`config.mk`:
```
export PLATFORM = sky130hd
export DESIGN_NAME = stream_mux_nx1_flat
export DESIGN_NICKNAME = d
export VERILOG_FILES = /design/src/rtl/stream_mux_nx1_pkg.sv /design/src/rtl/stream_mux_nx1_if.sv /design/src/rtl/stream_mux_nx1_rr_arbiter.sv /design/src/rtl/stream_mux_nx1.sv /design/src/flat_wrapper.sv
export SDC_FILE = /design/constraint.sdc
export NUM_CORES = 1
export LEC_CHECK = 0
export CORE_MARGIN = 1.5
export CORE_UTILIZATION = 38
export CTS_CLUSTER_DIAMETER = 50
export DETAILED_ROUTE_END_ITERATION = 10
export GPL_ROUTABILITY_DRIVEN = 0
export PLACE_DENSITY_LB_ADDON = 0.3
export SKIP_LAST_GASP = 1
export SYNTH_ARGS = -nofsm -noshare
export SYNTH_HDL_FRONTEND = slang
export SYNTH_HIERARCHICAL = 1
export SYNTH_SLANG_ARGS = --single-unit
```
`constraint.sdc`:
```
create_clock -name clk -period 2.8 [get_ports clk]
set_input_delay 0.56 -clock clk [delete_from_list [all_inputs] [get_ports clk]]
set_output_delay 0.56 -clock clk [all_outputs]
set_load 0.005 [all_outputs]
```
`src/rtl/stream_mux_nx1_pkg.sv`:
```
// Shared constants for the N:1 stream multiplexer.
// Mode encoding is common to the mux and anything that drives it.
package stream_mux_nx1_pkg;

    typedef enum logic {
        MODE_STATIC = 1'b0,
        MODE_RR     = 1'b1
    } mode_e;

endpackage

```
`src/rtl/stream_mux_nx1_if.sv`:
```
// Handshake bundle between N input channels, the mux and one consumer.
// slave is the mux side, master is the producer/consumer side.
interface stream_mux_nx1_if #(
    parameter int WIDTH = 8,
    parameter int N     = 4
);
    localparam int SELW = $clog2(N);

    logic                 mode;
    logic [SELW-1:0]      sel;
    logic [N-1:0]         in_valid;
    logic [N*WIDTH-1:0]   in_data;
    logic [N-1:0]         in_ready;
    logic                 out_valid;
    logic [WIDTH-1:0]     out_data;
    logic [SELW-1:0]      out_chan;
    logic                 out_ready;

    modport slave (
        input  mode,
        input  sel,
        input  in_valid,
        input  in_data,
        input  out_ready,
        output in_ready,
        output out_valid,
        output out_data,
        output out_chan
    );

    modport master (
        output mode,
        output sel,
        output in_valid,
        output in_data,
        output out_ready,
        input  in_ready,
        input  out_valid,
        input  out_data,
        input  out_chan
    );

endinterface

```
`src/rtl/stream_mux_nx1_rr_arbiter.sv`:
```
// Combinational wrap-around priority search starting just after ptr.
// ptr itself is examined last, so the last winner gets lowest priority.
module rr_arbiter #(
    parameter int N    = 4,
    parameter int SELW = $clog2(N)
) (
    input  logic [N-1:0]    req,
    input  logic [SELW-1:0] ptr,
    output logic [SELW-1:0] grant,
    output logic            grant_valid
);

    localparam logic [SELW:0] NW = (SELW+1)'(N);

    logic [SELW:0] idx;

    // Walk from farthest to nearest so the nearest requester wins.
    always_comb begin
        grant       = '0;
        grant_valid = 1'b0;
        idx         = '0;
        for (int k = N; k >= 1; k--) begin
            idx = {1'b0, ptr} + (SELW+1)'(k);
            if (idx >= NW) begin
                idx = idx - NW;
            end
            if (req[idx[SELW-1:0]]) begin
                grant       = idx[SELW-1:0];
                grant_valid = 1'b1;
            end
        end
    end

endmodule

```
`src/rtl/stream_mux_nx1.sv`:
```
// N:1 valid/ready stream mux with static or round-robin selection.
// One registered output beat; accepts a new beat whenever the slot frees.
module stream_mux_nx1
    import stream_mux_nx1_pkg::*;
#(
    parameter int WIDTH = 8,
    parameter int N     = 4
) (
    input  logic              clk,
    input  logic              rst_n,
    stream_mux_nx1_if.slave   bus
);

    localparam int SELW = $clog2(N);

    logic [SELW-1:0]  ptr_q;
    logic             ov_q;
    logic [WIDTH-1:0] od_q;
    logic [SELW-1:0]  oc_q;

    logic [SELW-1:0]  rr_gnt;
    logic             rr_gv;
    logic             st_gv;
    logic [SELW-1:0]  grant;
    logic             gv;
    logic             slot_free;
    logic             xfer;
    logic [N-1:0]     rdy;
    logic [WIDTH-1:0] data_sel;

    rr_arbiter #(
        .N    (N),
        .SELW (SELW)
    ) u_arb (
        .req         (bus.in_valid),
        .ptr         (ptr_q),
        .grant       (rr_gnt),
        .grant_valid (rr_gv)
    );

    // Out-of-range sel never matches any channel, so it grants nothing.
    always_comb begin
        st_gv = 1'b0;
        for (int i = 0; i < N; i++) begin
            if (bus.sel == SELW'(i)) begin
                st_gv = bus.in_valid[i];
            end
        end
    end

    always_comb begin
        unique case (1'b1)
            (bus.mode == MODE_RR): begin
                grant = rr_gnt;
                gv    = rr_gv;
            end
            default: begin
                grant = bus.sel;
                gv    = st_gv;
            end
        endcase
    end

    assign slot_free = !ov_q || bus.out_ready;
    assign xfer      = gv && slot_free && rst_n;

    always_comb begin
        rdy      = '0;
        data_sel = '0;
        for (int i = 0; i < N; i++) begin
            if (grant == SELW'(i)) begin
                rdy[i]   = xfer;
                data_sel = bus.in_data[i*WIDTH +: WIDTH];
            end
        end
    end

    always_ff @(posedge clk or negedge rst_n) begin
        if (!rst_n) begin
            ov_q  <= 1'b0;
            od_q  <= '0;
            oc_q  <= '0;
            ptr_q <= SELW'(N-1);
        end else if (xfer) begin
            ov_q  <= 1'b1;
            od_q  <= data_sel;
            oc_q  <= grant;
            ptr_q <= grant;
        end else if (bus.out_ready) begin
            ov_q  <= 1'b0;
        end
    end

    assign bus.in_ready  = rdy;
    assign bus.out_valid = ov_q;
    assign bus.out_data  = od_q;
    assign bus.out_chan  = oc_q;

endmodule

```
`src/flat_wrapper.sv`:
```
// flat-port wrapper written by rule: the top's interface ports become plain ports
module stream_mux_nx1_flat import stream_mux_nx1_pkg::*;
#(
    parameter int WIDTH = 8,
    parameter int N     = 4
)
  (clk, rst_n, bus_mode, bus_sel, bus_in_valid, bus_in_data, bus_out_ready, bus_in_ready, bus_out_valid, bus_out_data, bus_out_chan);
  stream_mux_nx1_if #(.WIDTH(WIDTH), .N(N)) bus_i ();
  input  logic clk;
  input  logic rst_n;
  input wire logic [$bits(bus_i.mode)-1:0] bus_mode;
  input wire logic [$bits(bus_i.sel)-1:0] bus_sel;
  input wire logic [$bits(bus_i.in_valid)-1:0] bus_in_valid;
  input wire logic [$bits(bus_i.in_data)-1:0] bus_in_data;
  input wire logic [$bits(bus_i.out_ready)-1:0] bus_out_ready;
  output wire logic [$bits(bus_i.in_ready)-1:0] bus_in_ready;
  output wire logic [$bits(bus_i.out_valid)-1:0] bus_out_valid;
  output wire logic [$bits(bus_i.out_data)-1:0] bus_out_data;
  output wire logic [$bits(bus_i.out_chan)-1:0] bus_out_chan;
  assign bus_i.mode = bus_mode;
  assign bus_i.sel = bus_sel;
  assign bus_i.in_valid = bus_in_valid;
  assign bus_i.in_data = bus_in_data;
  assign bus_i.out_ready = bus_out_ready;
  assign bus_in_ready = bus_i.in_ready;
  assign bus_out_valid = bus_i.out_valid;
  assign bus_out_data = bus_i.out_data;
  assign bus_out_chan = bus_i.out_chan;
  stream_mux_nx1 #(.WIDTH(WIDTH), .N(N)) u_core (.clk(clk), .rst_n(rst_n), .bus(bus_i));
endmodule
```
==> reports/metrics.cfg <==
[run_status]
run_status = complete, no violations

[drt]
vias_per_cell = 4.883
drt_pass1_iterations = 4
routedWlPerCell_um = 13.61
via_count = 918
drt-initial-drc-count = 6
finalWirelength_um = 2559
route.detailed.drc = 0
antenna_left = 0

[worst_setup_path]
endpoint = bus_in_ready[0]
critPathArrivalTime_ns = 2.14
crit_type = in -> out
r2r.worst_path.cells = 8
r2r-start = u_core/ptr_q[1]
cp-end-kind = output pin
r2r-end = u_core/bus.out_data[0]
required_ns = 2.24
cp-start-kind = input port
crit_fanout = 3
setup.worst_path.start = bus_sel[1]
ff2ff_setup_slack_ns = 0.52

[synthesis]
synth_area_per_cell_um2 = 11.89
ys.warnings.count = 6
synth_cell_type_count = 27
syn_area_um2 = 998.5
synth_cells = 84
yosys_register_bits = 13
ys_seq_area_share_pct = 32.83
synth_fp_nets = 126

[die]
die_x_um = 54.26
die_h_um = 54.26
ios = 57
coreArea_um2 = 2477
row_count = 18
die_area_um2 = 2944
initial_utilization_pct = 40.30

[clocking]
insertion_delay_ns = 0.27
clk_pin_slew_ns = 0.07
ctsHtreeMaxLevel = 1
clock_sinks = 13
numCtsBuffers = 3
cts_hold_buf = 0
ctsLongestPathBuffers = 2
cts_tree = yes
clockRootBuffer = clkbuf_4

[timing]
slew_headroom_pct = 76.00
clock_skew_ns = 0.006210
worstMarginPinSlew_ns = 0.3530
final-setup-viol-count = 0
worst_hold_slack_ns = 0.4978
period_share_pct = 96.58
rsz0062_at_grt = false
fmax_mhz = 369.8
maxSlewViolCount = 0
period_needed_ns = 2.704
hold_viol = 0

[global_route]
grt_pass1_wl_um = 3912
grt_max_degree = 14
grt_antenna_before_repair = 0
first_global_vias = 924
grt_usage_pct = 18.40
grt.overflow.total = 0

[hold_path]
worstHoldStart = u_core/ptr_q[0]
min_path_type = reg -> reg

[finish]
fin_nets = 201
layout_common_cells = clkdlybuf4s50_1 (46), mux2i_1 (29), buf_4 (18)
num_antenna_cells = 0
final_common_cell = clkdlybuf4s50_1
drive_gt1_share_pct = 27.85
syn_to_final_growth_pct = 73.94

[place]
portBuffers = 56
dp_hpwl_um = 2005

[flow_run]
maxCapViolCount = 0

[power_and_ir_drop]
finalPower_mw = 0.9554
p_leak_nw = 0.8044
powerDensity_nw_per_um2 = 550.1
ir_worst_vdd_v = 0.0003790

==> worst max-delay path, cell delays in order <==
cell,delay [ns]
clkdlybuf4s50_1,0.51
mux4_2,0.34
nor2_4,0.14
buf_4,0.13
nor2_4,0.03
and3_4,0.17
dlygate4sd2_1,0.27
==> Yosys cell counts, drive strengths merged <==
master	instances	area, um2
mux2i	31	317.8
dfrtp	11	275.3
mux2	8	108.9
inv	5	18.77
buf	4	41.29
nor2	4	30.03
a21oi	3	18.77
nand2b	3	18.77
dfstp	2	52.55
nor4b	2	17.52
or2b	2	16.27
a31oi	1	6.260
and2b	1	7.510
and3	1	6.260
mux4	1	22.52
nand2	1	3.750
nand3	1	10.01
nor4	1	6.260
o21ai	1	5.000
o221ai	1	15.01
==> metal layers <==
| metal | share of wire [%] | GRT usage [%] | routed length [um] |
|---|---|---|---|
| met1 | 42 | 22.15 | 1084 |
| met2 | 50 | 32.53 | 1274 |
| met3 | 7.3 | 3.552 | 186 |
| met4 | 0.51 | 6.250 | 13 |
| met5 | 0 | 0 | 0 |
==> what timing repair did <==
action	4_1_cts	5_1_grt
gates resized for setup	14	0
hold endpoints to repair	0	0
setup endpoints to repair	4	0
buffers inserted	6	0
==> stage by stage <==
stage / cells / TNS (ns) / area [um2] / setup WS, ns / utilization [%]
floorplan: 84 / 0 / 998.5 / 0.4584 / -
detailed placement: 178 / -1.198 / 1654 / -0.3475 / 66.77
global placement: 178 / -1.023 / 1654 / -0.2790 / 66.77
CTS: 188 / 0 / 1737 / 0.09041 / 70.10
finish: 188 / 0 / 1737 / 0.09567 / 70.10
global route: 188 / 0 / 1737 / 0.001754 / 70.10
==> power by group <==
| group | total (mW) | switching, mW | leakage (nW) | internal, mW |
|---|---|---|---|---|
| combinational | 0.530 | 0.184 | 0.640 | 0.346 |
| sequential | 0.316 | 0.0490 | 0.150 | 0.267 |
| clock | 0.110 | 0.0547 | 0.0150 | 0.0550 |
| total | 0.955 | 0.287 | 0.804 | 0.668 |
==> kinds of logic (layout without fill, tap and decap cells) <==
family,after synthesis,count (layout),share of synthesized area (%)
buffers and inverters,9,83,6.015
DFF,13,13,32.83
and+or+nand+nor,16,16,11.66
muxes,40,40,44.99
AOI/OAI and AO/OA,6,6,4.511
==> sequential cells by signal (all words and copies together) (netlist names) <==
register,count
u_core/bus.out_chan,2
u_core/bus.out_data,8
u_core/bus.out_valid,1
u_core/ptr_q,2
==> final cells by class <==
type	count	area [um2]
Inverter	5	18.77
Sequential cell	13	327.8
Tap cell	30	37.54
Clock buffer	4	26.28
Fill cell	213	740.7
Multi-Input combinational cell	62	643.1
Timing Repair Buffer	74	683.2
==> how the worst min path moves through the flow <==
stage                                   endpoint  slack, ns  depth (start not counted)
after floorplan           u_core/bus.out_chan[0]       0.26                          0
after global placement           u_core/ptr_q[0]       0.48                          2
after detailed placement         u_core/ptr_q[0]       0.49                          2
after CTS                        u_core/ptr_q[0]       0.50                          2
after global routing      u_core/bus.out_data[3]       0.53                          1
final                            u_core/ptr_q[0]       0.50                          2
Note: power is estimated with default switching activity, not from simulation.
